**src/rtl/textlcd_rx_if.sv**
```systemverilog
// HD44780-style 8-bit parallel LCD bus as seen between a text-LCD
// driver (master) and the display-side receiver (slave).
interface textlcd_rx_if;
  logic       LCD_E;
  logic       LCD_RS;
  logic       LCD_RW;
  logic [7:0] LCD_DATA;

  modport master (
    output LCD_E, LCD_RS, LCD_RW, LCD_DATA
  );
  modport slave (
    input LCD_E, LCD_RS, LCD_RW, LCD_DATA
  );
endinterface

```
**src/rtl/textlcd_rx.sv**
```systemverilog
// Character-LCD bus receiver: oversamples the LCD bus, decodes write
// strobes and mirrors a 2x16 DDRAM plus the display-mode flags.
module textlcd_rx #(
  parameter logic [7:0] FILL_CHAR = 8'h20
) (
  input  logic        clk,
  input  logic        resetn,
  textlcd_rx_if.slave lcd,
  input  logic [4:0]  rd_idx,
  output logic [7:0]  rd_char,
  output logic [6:0]  ac,
  output logic        disp_on,
  output logic        cursor_on,
  output logic        blink_on,
  output logic        two_line,
  output logic        font_5x10,
  output logic        bus_8bit,
  output logic        inc_mode,
  output logic        busy,
  output logic        err,
  output logic        wr_stb
);

  typedef enum logic {
    S_CLEAR = 1'b0,
    S_IDLE  = 1'b1
  } state_t;

  // packed bus sample: {E, RS, RW, DATA}
  logic [10:0] r_s1, r_s2, r_s3;
  logic        r_stb, r_rs;
  logic [7:0]  r_dat;
  state_t      r_state, w_state_nx;
  logic [4:0]  r_clr;
  logic [6:0]  r_ac;
  logic        r_disp, r_cur, r_blink;
  logic        r_two, r_font, r_bus8;
  logic        r_inc, r_cg, r_err, r_wr_stb;
  logic [7:0]  r_mem [32];
  logic [7:0]  r_rd;

  logic        w_fall, w_acc, w_ac_ok;
  logic        w_mem_we;
  logic [4:0]  w_mem_wa;
  logic [7:0]  w_mem_wd;
  logic [6:0]  w_ac_step, w_ac_mv;

  // 2-line address map: 0x27 <-> 0x40 and 0x67 <-> 0x00 are adjacent
  function automatic logic [6:0] f_step(
    input logic [6:0] a,
    input logic       up
  );
    logic [6:0] n;
    if (up) begin
      if (a == 7'h27)      n = 7'h40;
      else if (a == 7'h67) n = 7'h00;
      else                 n = a + 7'd1;
    end else begin
      if (a == 7'h40)      n = 7'h27;
      else if (a == 7'h00) n = 7'h67;
      else                 n = a - 7'd1;
    end
    return n;
  endfunction

  assign w_fall = r_s3[10] & ~r_s2[10] & ~r_s3[8];
  assign w_acc  = r_stb & (r_state == S_IDLE);
  assign w_ac_ok = (r_ac[5:4] == 2'b00);
  assign w_ac_step = f_step(r_ac, r_inc);
  assign w_ac_mv   = f_step(r_ac, r_dat[2]);

  always_ff @(posedge clk) begin
    if (!resetn) begin
      r_s1  <= '0;
      r_s2  <= '0;
      r_s3  <= '0;
      r_stb <= 1'b0;
      r_rs  <= 1'b0;
      r_dat <= '0;
    end else begin
      r_s1  <= {lcd.LCD_E, lcd.LCD_RS,
                lcd.LCD_RW, lcd.LCD_DATA};
      r_s2  <= r_s1;
      r_s3  <= r_s2;
      r_stb <= w_fall;
      r_rs  <= r_s3[9];
      r_dat <= r_s3[7:0];
    end
  end

  always_ff @(posedge clk) begin
    if (!resetn) r_state <= S_CLEAR;
    else         r_state <= w_state_nx;
  end

  always_comb begin
    w_state_nx = r_state;
    unique case (r_state)
      S_CLEAR: begin
        if (r_clr == 5'd31) w_state_nx = S_IDLE;
      end
      S_IDLE: begin
        if (r_stb && !r_rs && r_dat == 8'h01)
          w_state_nx = S_CLEAR;
      end
    endcase
  end

  always_comb begin
    w_mem_we = 1'b0;
    w_mem_wa = {r_ac[6], r_ac[3:0]};
    w_mem_wd = r_dat;
    if (r_state == S_CLEAR) begin
      w_mem_we = resetn;
      w_mem_wa = r_clr;
      w_mem_wd = FILL_CHAR;
    end else if (w_acc && r_rs && !r_cg && w_ac_ok) begin
      w_mem_we = resetn;
    end
  end

  always_ff @(posedge clk) begin
    if (!resetn) begin
      r_clr    <= '0;
      r_ac     <= '0;
      r_disp   <= 1'b0;
      r_cur    <= 1'b0;
      r_blink  <= 1'b0;
      r_two    <= 1'b0;
      r_font   <= 1'b0;
      r_bus8   <= 1'b1;
      r_inc    <= 1'b1;
      r_cg     <= 1'b0;
      r_err    <= 1'b0;
      r_wr_stb <= 1'b0;
    end else begin
      r_wr_stb <= w_acc;
      if (r_state == S_CLEAR) begin
        r_clr <= r_clr + 5'd1;
        if (r_stb) r_err <= 1'b1;
      end
      if (w_acc && r_rs) begin
        if (!r_cg) r_ac <= w_ac_step;
      end else if (w_acc) begin
        unique casez (r_dat)
          8'b1???????: begin
            r_ac <= r_dat[6:0];
            r_cg <= 1'b0;
          end
          8'b01??????: r_cg <= 1'b1;
          8'b001?????: begin
            r_bus8 <= r_dat[4];
            r_two  <= r_dat[3];
            r_font <= r_dat[2];
          end
          8'b0001????: begin
            if (!r_dat[3]) r_ac <= w_ac_mv;
          end
          8'b00001???: begin
            r_disp  <= r_dat[2];
            r_cur   <= r_dat[1];
            r_blink <= r_dat[0];
          end
          8'b000001??: r_inc <= r_dat[1];
          8'b0000001?: r_ac <= '0;
          8'b00000001: begin
            r_ac  <= '0;
            r_inc <= 1'b1;
            r_clr <= '0;
          end
          default: ;
        endcase
      end
    end
  end

  always_ff @(posedge clk) begin
    if (w_mem_we) r_mem[w_mem_wa] <= w_mem_wd;
  end

  always_ff @(posedge clk) begin
    if (!resetn) r_rd <= '0;
    else         r_rd <= r_mem[rd_idx];
  end

  assign rd_char   = r_rd;
  assign ac        = r_ac;
  assign disp_on   = r_disp;
  assign cursor_on = r_cur;
  assign blink_on  = r_blink;
  assign two_line  = r_two;
  assign font_5x10 = r_font;
  assign bus_8bit  = r_bus8;
  assign inc_mode  = r_inc;
  assign busy      = (r_state == S_CLEAR);
  assign err       = r_err;
  assign wr_stb    = r_wr_stb;

endmodule

```
**src/flat_wrapper.sv**
```systemverilog
// flat-port wrapper written by rule: the top's interface ports become plain ports
module textlcd_rx_flat 
#(
  parameter logic [7:0] FILL_CHAR = 8'h20
)
  (clk, resetn, rd_idx, rd_char, ac, disp_on, cursor_on, blink_on, two_line, font_5x10, bus_8bit, inc_mode, busy, err, wr_stb, lcd_LCD_E, lcd_LCD_RS, lcd_LCD_RW, lcd_LCD_DATA);
  textlcd_rx_if lcd_i ();
  input  logic clk;
  input  logic resetn;
  input  logic [4:0] rd_idx;
  output logic [7:0] rd_char;
  output logic [6:0] ac;
  output logic disp_on;
  output logic cursor_on;
  output logic blink_on;
  output logic two_line;
  output logic font_5x10;
  output logic bus_8bit;
  output logic inc_mode;
  output logic busy;
  output logic err;
  output logic wr_stb;
  input wire logic [$bits(lcd_i.LCD_E)-1:0] lcd_LCD_E;
  input wire logic [$bits(lcd_i.LCD_RS)-1:0] lcd_LCD_RS;
  input wire logic [$bits(lcd_i.LCD_RW)-1:0] lcd_LCD_RW;
  input wire logic [$bits(lcd_i.LCD_DATA)-1:0] lcd_LCD_DATA;
  assign lcd_i.LCD_E = lcd_LCD_E;
  assign lcd_i.LCD_RS = lcd_LCD_RS;
  assign lcd_i.LCD_RW = lcd_LCD_RW;
  assign lcd_i.LCD_DATA = lcd_LCD_DATA;
  textlcd_rx #(.FILL_CHAR(FILL_CHAR)) u_core (.clk(clk), .resetn(resetn), .lcd(lcd_i), .rd_idx(rd_idx), .rd_char(rd_char), .ac(ac), .disp_on(disp_on), .cursor_on(cursor_on), .blink_on(blink_on), .two_line(two_line), .font_5x10(font_5x10), .bus_8bit(bus_8bit), .inc_mode(inc_mode), .busy(busy), .err(err), .wr_stb(wr_stb));
endmodule
```
**config.mk**
```make
export PLATFORM = sky130hd
export DESIGN_NAME = textlcd_rx_flat
export DESIGN_NICKNAME = d
export VERILOG_FILES = /design/src/rtl/textlcd_rx_if.sv /design/src/rtl/textlcd_rx.sv /design/src/flat_wrapper.sv
export SDC_FILE = /design/constraint.sdc
export NUM_CORES = 1
export LEC_CHECK = 0
export ABC_CLOCK_PERIOD_IN_PS = 2160
export BUFFER_PORTS_ARGS = -buffer_cell sky130_fd_sc_hd__clkbuf_2
export CAP_MARGIN = 20
export CORE_MARGIN = 2
export CORE_UTILIZATION = 30
export DETAILED_ROUTE_END_ITERATION = 7
export SKIP_LAST_GASP = 1
export SLEW_MARGIN = 5
export SYNTH_ARGS = -nofsm -noshare
export SYNTH_HDL_FRONTEND = slang
export SYNTH_SLANG_ARGS = --single-unit
```
**constraint.sdc**
```tcl
create_clock -name clk -period 2.16 [get_ports clk]
set_input_delay 0.324 -clock clk [delete_from_list [all_inputs] [get_ports clk]]
set_output_delay 0.324 -clock clk [all_outputs]
set_load 0.01 [all_outputs]
```
## Word level (Yosys, flattened, before mapping)

Memories as Yosys holds them, arrays and structs flattened. A register that Yosys moved wholly into a read port is not among the register bits.
Index checks and enable logic that the tools add are counted.

- Add/subtract/negate cells: 3
- Eq/ne operators: 13
- Reduce and logical (&&, ||, !) cells: 21
- Muxes and demuxes: 26
- Bitwise gates (word level): 7

Operator list:

| kind | number |
|---|---|
| two-way mux 7 bit | 10 |
| two-way mux 5 bit | 5 |
| case mux 7 bit (3 select lines) | 1 |
| equality test 7 bit (second input constant) | 2 |
| AND reduction 3 bit | 4 |
| equality test 8 x 1 -> 1 bit (second input constant) | 1 |
| two-way mux 8 bit | 1 |
| adder 7 x 1 -> 7 bit (second input constant) | 1 |
| equality test 7 x 1 -> 1 bit (second input constant) | 1 |
| equality test 7 x 6 -> 1 bit (second input constant) | 1 |
| logical NOT 7 bit | 1 |
| subtractor 7 x 1 -> 7 bit (second input constant) | 1 |
| equality test 6 x 1 -> 1 bit (second input constant) | 1 |
| two-way mux 1 bit | 6 |
| case mux 1 bit (2 select lines) | 3 |
| nonzero test 2 bit | 3 |
| adder 5 x 1 -> 5 bit (second input constant) | 1 |
| equality test 5 x 1 -> 1 bit (second input constant) | 1 |
| equality test 5 bit (second input constant) | 1 |
| logical AND 1 bit | 5 |
| equality test 4 x 1 -> 1 bit (second input constant) | 1 |
| NOT 1 bit | 4 |
| AND reduction 4 bit | 1 |
| nonzero test 4 bit | 1 |
| other kinds (9) | 13 |

- Logic and storage cells: 90
- Memories kept: 1
- Flip-flop bits (word level): 66
- Output and inout bits: 25
- Input port bits: 18
- RAM bits: 256

Memories:

| name | depth | width | read ports | clocked after Yosys merged registers in | write ports | line | text |
|---|---|---|---|---|---|---|---|
| u_core.r_mem | 32 | 8 | 1 | 1 | 1 | textlcd_rx.sv:39 | `logic [7:0] r_mem [32];` |

## Logic depth before layout (Yosys ltp)

Gate-level depths: netlist of the first run.

- Depth after elaboration: 8
- Depth in mapped cells: 8
- Mapped depth without buffers: 7

## Least setup slack after synthesis of the first run

OpenSTA, ideal clock, no wires.

- Path kind: register -> register
- Start point: register u_core.r_ac[4], in the netlist u_core.ac[4]
- End point: memory u_core.r_mem[5][0], enable pin
- Required time: 1.790 ns
- Slack: -0.192 ns
- Cell stages (with the launch flop): 7
- Arrival: 1.981 ns
- Cells stage by stage: dfxtp_1 clkbuf_1 clkbuf_1 o41ai_1 nor3b_1 nand2_1 nor2_1

- Word-level cells in the longest chain between the ends: 6

RTL lines:

| element | line | text |
|---|---|---|
| start: declaration | textlcd_rx.sv:35 | `logic [6:0] r_ac;` |
| start signal: assignment | textlcd_rx.sv:143 | `if (!r_cg) r_ac <= w_ac_step;` |
| start signal: assignment | textlcd_rx.sv:147 | `r_ac <= r_dat[6:0];` |
| start signal: assignment | textlcd_rx.sv:157 | `if (!r_dat[3]) r_ac <= w_ac_mv;` |
| logical NOT 2 bit | textlcd_rx.sv:68 | `assign w_ac_ok = (r_ac[5:4] == 2'b00);` |
| logical AND 1 bit | textlcd_rx.sv:117 | `end else if (w_acc && r_rs && !r_cg && w_ac_ok) begin` |
| two-way mux 1 bit | textlcd_rx.sv:117 |  |
| two-way mux 1 bit | textlcd_rx.sv:113 | `if (r_state == S_CLEAR) begin` |
| two-way mux 1 bit | textlcd_rx.sv:178 | `if (w_mem_we) r_mem[w_mem_wa] <= w_mem_wd;` |
| two-way mux 1 bit (implied by the code) | textlcd_rx.sv:178 |  |
| end: declaration | textlcd_rx.sv:39 |  |

No other way between the ends.

## Worst setup path after layout of the first run

- Start point: register u_core.r_ac[0], in the netlist u_core.ac[0]
- End point: register u_core.r_ac[4], in the netlist u_core.ac[4]

- Word-level cells in the longest chain between the ends: 8
- Elaborated cells on any way between the ends: 17
- Those cells by class: 2 x add/sub; 3 x eq/ne; 11 x mux; 1 x reduce/logical

RTL lines:

| element | line | text |
|---|---|---|
| subtractor 7 x 1 -> 7 bit (tied with other cells) | textlcd_rx.sv:61 | `else n = a - 7'd1;` |
| two-way mux 7 bit, on equally long branches | textlcd_rx.sv:60, textlcd_rx.sv:56 |  |
| two-way mux 7 bit, on equally long branches | textlcd_rx.sv:59, textlcd_rx.sv:55 |  |
| two-way mux 7 bit | textlcd_rx.sv:54 | `if (up) begin` |
| two-way mux 7 bit | textlcd_rx.sv:157 |  |
| case mux 7 bit (3 select lines) | textlcd_rx.sv:145 | `unique casez (r_dat)` |
| two-way mux 7 bit | textlcd_rx.sv:144 | `end else if (w_acc) begin` |
| two-way mux 7 bit (*) | textlcd_rx.sv:142 | `if (w_acc && r_rs) begin` |

Mark *: on every way between the ends. The rest lies on a longest branch, timed or not. The select of a mux whose other input is x is not followed.
A chain may end at the register's enable or synchronous reset.

==> results of run 1 <==
-- layer usage --
metal | global-route usage | vias to the layer above | routed length (µm)
met4 | 0.02963 | 0 | 443
li1 | - | 3219 | -
met2 | 0.2015 | 204 | 13340
met5 | 0 | - | 0
met3 | 0.02810 | 40 | 1542
met1 | 0.1827 | 3617 | 13180
-- worst paths after layout --
path	cells after the start	slack, ps	to
setup / recovery	7	90	u_core.ac[4]
hold / removal	2	20	u_core.r_s1[0]
setup reg to reg	7	90	u_core.ac[4]
hold reg to reg	1	430	u_core.r_dat[2]
-- where the power goes --
group          switching (mW)  internal (mW)  total (mW)
sequential             0.0313           6.82        6.85
combinational           0.257          0.216       0.473
clock                    2.43           3.13        5.56
-- cell usage in the layout, fill, tap and decap left out, drive strengths merged, types with 2 or more instances in the layout --
cell type	n
a32o	3
edfxtp	256
mux4	72
a31oi	6
mux2	2
dlygate4sd3	6
mux2i	18
a211oi	2
o32ai	2
nor2b	3
o21ai	21
or4	3
xor2	5
dfxtp	74
a211o	2
nor2	56
and2	53
nor3	15
nand4	4
or3	3
nand2	35
ha	4
a21oi	10
and3	4
nor4b	2
clkinvlp	3
nor4	3
a32oi	2
o22ai	9
nor3b	3
buf	88
nand3	6
nand2b	3
inv	6
o211ai	2
clkbuf	82
clkinv	17
a41oi	2
xnor2	4
o31ai	3
-- critical path, delay by kind of cell (launching register included) --
kind                     cells  cell delay [ps]
AND/OR/NAND/NOR              3             1070
AO/OA/AOI/OAI                2              290
buffers and inverters        1               90
flip-flops                   1              320
adder cells (fa/ha/maj)      1              190
-- layout make-up --
type                            count  area share
Clock buffer                       41     0.05746
Sequential cell                   330      0.5866
Inverter                            6    0.001440
Clock inverter                     21     0.01040
Timing Repair Buffer              135     0.07442
Multi-Input combinational cell    377      0.2266
Tap cell                          539     0.04313
-- cells by family (layout without fill, tap and decap cells) --
kind of cell / count (synthesis) / in the layout
adder cells (fa/ha/maj): 4 / 4
XOR/XNOR: 9 / 9
flip-flops: 330 / 330
buffers and inverters: 49 / 203
AND/OR/NAND/NOR: 201 / 201
AO/OA/AOI/OAI: 71 / 71
multiplexers: 92 / 92
-- metrics by stage --
stage	util	hold slack, ps	worst slack (ps)
after global placement	0.3437	413.7	-53.34
after floorplan	-	372.2	-24.32
after global routing	0.3711	9.303	-2.909
after CTS	0.3706	0.1907	67.34
final	0.3711	20.66	85.68
after detailed placement	0.3437	418.1	-68.12
-- synth_stat cells (3+ instances only) --
cell type,instances
nand3_1,6
nor3b_1,3
a31oi_1,6
clkbuf_1,24
ha_1,4
nand2_1,35
mux4_2,72
o22ai_1,9
mux2i_1,18
nand2b_1,3
buf_4,6
xor2_1,5
o31ai_1,3
xnor2_1,4
nand4_1,4
buf_2,6
dfxtp_1,74
buf_1,5
inv_1,4
o21ai_1,9
nor2_1,56
o21ai_0,12
a32o_1,3
nor3_1,15
and2_1,53
edfxtp_1,256
a21oi_1,10
or4_1,3
nor2b_1,3
and3_1,4
-- what timing repair did --
| action | CTS | global route |
|---|---|---|
| endpoints found under the setup margin | 82 | 130 |
| hold endpoints to repair | 6 | 0 |
| resized for setup | 2 | 5 |
| pin swaps | 0 | 2 |
| hold buffers | 6 | 0 |
-- flip-flops by register name, summed over array words and instances (netlist names), 5 cells and up --
| signal | cells |
|---|---|
| u_core.rd_char | 8 |
| u_core.ac | 7 |
| u_core.r_dat | 8 |
| u_core.r_mem | 256 |
| u_core.r_clr | 5 |
| u_core.r_s3 | 11 |
| u_core.r_s2 | 11 |
| u_core.r_s1 | 11 |
==> reports/summary.txt, run 1 <==
status: finished clean
area of the die: 44550 µm²
post-synthesis xor/xnor area fraction: 0.006128
site row count: 75
area share of and/or/nand/nor cells after synthesis: 0.08132
WS Path Type: reg2reg
Num Clock Sinks: 330
sequential share of the synthesized area: 0.7128
Final Max Slew Viols: 0
CTS buffer count: 34
Post-CTS Setup Inserts: 0
Post-Synth Adder-Cell Area: 0.003891
post-synthesis compound-gate area fraction: 0.03619
area leader, netlist: edfxtp_1
crit share post-route: 0.9603
Die W: 211.1 µm
DP Cell Count: 1381
Finish-stage setup viols: 0
Hold Crit Start: lcd_LCD_DATA[0]
vias in the first global route: 7068
Post-synth EDFFs: 256
grt ovf: 0
Max Root-Sink Buffers: 3
Worst-Skew Late Latency: 530 ps
#FFs+latches synth: 330
# H-tree levels: 2
via count: 7080
First-pass DRT Iterations: 5
placed instance area: 14480 µm²
Max FO, Critical Path: 4
post-DR wirelength/cell: 19.67 µm
Initial Util: 0.3053
YS warnings: 0
Max IR drop VDD: 0.0005782 V
Layout Cells excl Fill: 1449
slowest stage delay, CP: 510 ps
CP startpoint kind: register
synth unique cells: 59
largest net degree at the start of global routing: 55
top-area cell type share of the netlist area: 0.5977
Die Height: 211.1 µm
synth top area cells: edfxtp_1 60%, mux4_2 13%, dfxtp_1 12%
diode count: 0
PD cells: 823.9 nW/µm²
final hold vios: 0
IO Count: 43
Vias per Instance: 4.886
mux cell area share after synthesis: 0.1418
design area: 15640 µm²
Async SR Flop Fraction: 0
first-pass GRT wire length: 42840 µm
CTS tree: built
gr usage total: 0.1285
Syn Inst Count: 756
Reg-to-Reg Start: u_core.ac[0]
Post-Route WL: 28510 µm
FF+latch area: 9171 µm²
Nets: 906
hpwl dp: 18010 µm
clock skew: 20.40 ps
layout cells sized above 1: 0.3099
remaining antenna violation count: 0
I/O Buffers: 42
fin crit period: 2074 ps
CP required: 2570 ps
WP data arrival: 2480 ps
core box area: 42130 µm²
largest family of logic cells by synthesized area: multiplexers
Post-route DRC: 0
dominant register cell in the synthesized netlist: edfxtp_1
gp weighted congestion: 0.7842
Setup Total Neg Slack: 0 ps
clk root buf: clkbuf_16
FILL cells: 3917
Pwr Total: 12.88 mW
Worst Setup SP: u_core.ac[0]
Clk pin slew, worst setup/hold paths: 60 ps
post-synthesis instance area: 12860 µm²
P_leak: 5.387 nW
crit end category: register
Worst Hold Class: in2reg
relative slew slack: 0.6643
Tightest Pin Transition: 498.3 ps
slowest CP cell: or4_1
max_cap viols: 0
Multi-input gate area: 3542 µm²
initial antenna violation count: 0
Max Fclk: 0.4821 GHz
starting DRC count in detailed routing: 616
Synthesized Nets: 778
Synth Area per Inst: 17.01 µm²
area grow syn2layout: 21.56%
critical path, cell by cell: inv_2 -> ha_2 -> or3b_1 -> and3b_1 -> or4_1 -> a32oi_2 -> a21oi_2
No activity file was read; power rests on OpenSTA's default activity.
==> inputs of run 2 (changes only) <==
--- a/config.mk
+++ b/config.mk
@@ -8,9 +8,12 @@
 export ABC_CLOCK_PERIOD_IN_PS = 2160
 export BUFFER_PORTS_ARGS = -buffer_cell sky130_fd_sc_hd__clkbuf_2
 export CAP_MARGIN = 20
+export CELL_PAD_IN_SITES_DETAIL_PLACEMENT = 1
+export CELL_PAD_IN_SITES_GLOBAL_PLACEMENT = 1
 export CORE_MARGIN = 2
 export CORE_UTILIZATION = 30
 export DETAILED_ROUTE_END_ITERATION = 7
+export PLACE_DENSITY_LB_ADDON = 0.1
 export SKIP_LAST_GASP = 1
 export SLEW_MARGIN = 5
 export SYNTH_ARGS = -nofsm -noshare
==> run 2 against run 1 <==
Critical path depth unchanged. Combinational power down 1%. Sequential cell count unchanged. Critical path type unchanged. Largest power group unchanged.
==> reports/summary.txt, run 2 (same netlist as run 1, synthesis figures left out) <==
Worst Hold Class: in2reg
clock skew: 33.30 ps
relative slew slack: 0.7023
max_cap viols: 0
Final Max Slew Viols: 0
Reg with most FFs: u_core.r_mem
Die Height: 211.1 µm
via count: 7128
gr usage total: 0.1547
Reg-to-Reg Start: u_core.ac[1]
WS Path Type: reg2reg
P_leak: 5.504 nW
initial antenna violation count: 0
# H-tree levels: 2
vias in the first global route: 7730
IO Count: 43
gp weighted congestion: 0.8072
WP data arrival: 2510 ps
hpwl dp: 21740 µm
Post-Route WL: 33120 µm
first-pass GRT wire length: 50730 µm
largest net degree at the start of global routing: 53
Hold Crit Start: resetn
critical path, cell by cell: inv_2 -> ha_2 -> or3b_4 -> and3b_1 -> or4_1 -> a32oi_2 -> a21oi_1
Post-route DRC: 0
Layout Cells excl Fill: 1462
Worst-Skew Late Latency: 550 ps
post-DR wirelength/cell: 22.65 µm
hold path endpoint: u_core.inc_mode
fin crit period: 2072 ps
CTS tree: built
worst hold stages: 2
CTS buffer count: 38
CP startpoint kind: register
site row count: 75
RSZ-0062 raised after global routing: yes
remaining antenna violation count: 0
PD cells: 885.3 nW/µm²
area grow syn2layout: 22.60%
starting DRC count in detailed routing: 382
Max IR drop VDD: 0.0004338 V
layout cells sized above 1: 0.3207
area of the die: 44550 µm²
Max FO, Critical Path: 3
Die W: 211.1 µm
Pwr Total: 13.96 mW
DP Cell Count: 1382
Nets: 917
Tightest Pin Transition: 446.5 ps
I/O Buffers: 42
Num Clock Sinks: 330
slowest CP cell: or4_1
diode count: 0
Finish-stage setup viols: 0
grt ovf: 0
Vias per Instance: 4.876
most frequent cells in the layout: 256 x edfxtp_1, 83 x buf_4, 72 x mux4_2, 72 x dfxtp_1, 53 x and2_1
Initial Util: 0.3053
Max Root-Sink Buffers: 3
Register-to-Register Path Depth: 7
First-pass DRT Iterations: 4
crit end category: register
crit share post-route: 0.9593
Max Fclk: 0.4826 GHz
R2R setup slack: 90 ps
Clk pin slew, worst setup/hold paths: 60 ps
Largest register FFs: 256
core box area: 42130 µm²
final hold vios: 0
CP required: 2600 ps
clk root buf: clkbuf_16
status: finished clean
most common cell after layout, fill and taps aside: edfxtp_1
slowest stage delay, CP: 510 ps
RR Endpoint: u_core.ac[4]
## run 2: final cells by class
type | count | area [µm²]
timing repair buffer | 142 | 1070
multi-input combinational | 377 | 3530
clock buffer | 43 | 1022
fill | 4228 | 26370
inverter | 6 | 22.52
sequential | 330 | 9171
clock inverter | 25 | 279.0
tap | 539 | 674.4
## run 2: how the worst max path moves through the flow
stage	end	start	cells after the start	slack, ps
2_1_floorplan	u_core.r_mem[17][0]	u_core.ac[4]	6	-20
4_1_cts	u_core.ac[4]	u_core.ac[1]	7	20
3_5_place_dp	u_core.rd_char[1]	rd_idx[0]	6	7
5_1_grt	u_core.r_mem[0][3]	u_core.r_state	6	-3
3_3_place_gp	u_core.ac[4]	u_core.ac[1]	7	5
6_report	u_core.ac[4]	u_core.ac[1]	7	90
## run 2: routing by layer
layer	global-route usage	wire [µm]
met1	0.2028	14750
met2	0.2626	16500
met3	0.02661	1180
met4	0.04711	688
met5	0	0
## run 2: where the power goes
group | internal, mW | switching (mW) | leakage (nW)
Clock | 4.03 | 2.61 | 0.637
Combinational | 0.209 | 0.258 | 1.82
Sequential | 6.82 | 0.0340 | 3.05
## run 2: critical path, delay by kind of cell, from the launching register on
family | cells | cell delay, ps
adders and majority gates | 1 | 170
and+or+nand+nor | 3 | 1080
buffers and inverters | 1 | 70
DFF | 1 | 320
AOI/OAI and AO/OA | 2 | 320
## run 2: repair_timing
| action | in CTS | in global routing |
|---|---|---|
| hold buffers | 11 | 0 |
| setup buffers | 0 | 1 |
| gates resized for setup | 0 | 7 |
| setup endpoints to repair | 0 | 37 |
| endpoints found under the hold margin | 11 | 0 |
## run 2: metrics by stage
step | TNS, ps | setup WS, ps | hold WS, ps | area [µm²] | util
finish | 0 | 87.99 | 71.98 | 15770 | 0.3743
global route | -12.43 | -3.310 | 62.85 | 15770 | 0.3743
CTS | 0 | 22.52 | 23.19 | 15740 | 0.3735
detailed placement | 0 | 7.453 | 411.3 | 14330 | 0.3400
global placement | 0 | 4.874 | 420.6 | 14330 | 0.3400
floorplan | -1053 | -24.32 | 372.2 | 12910 | -
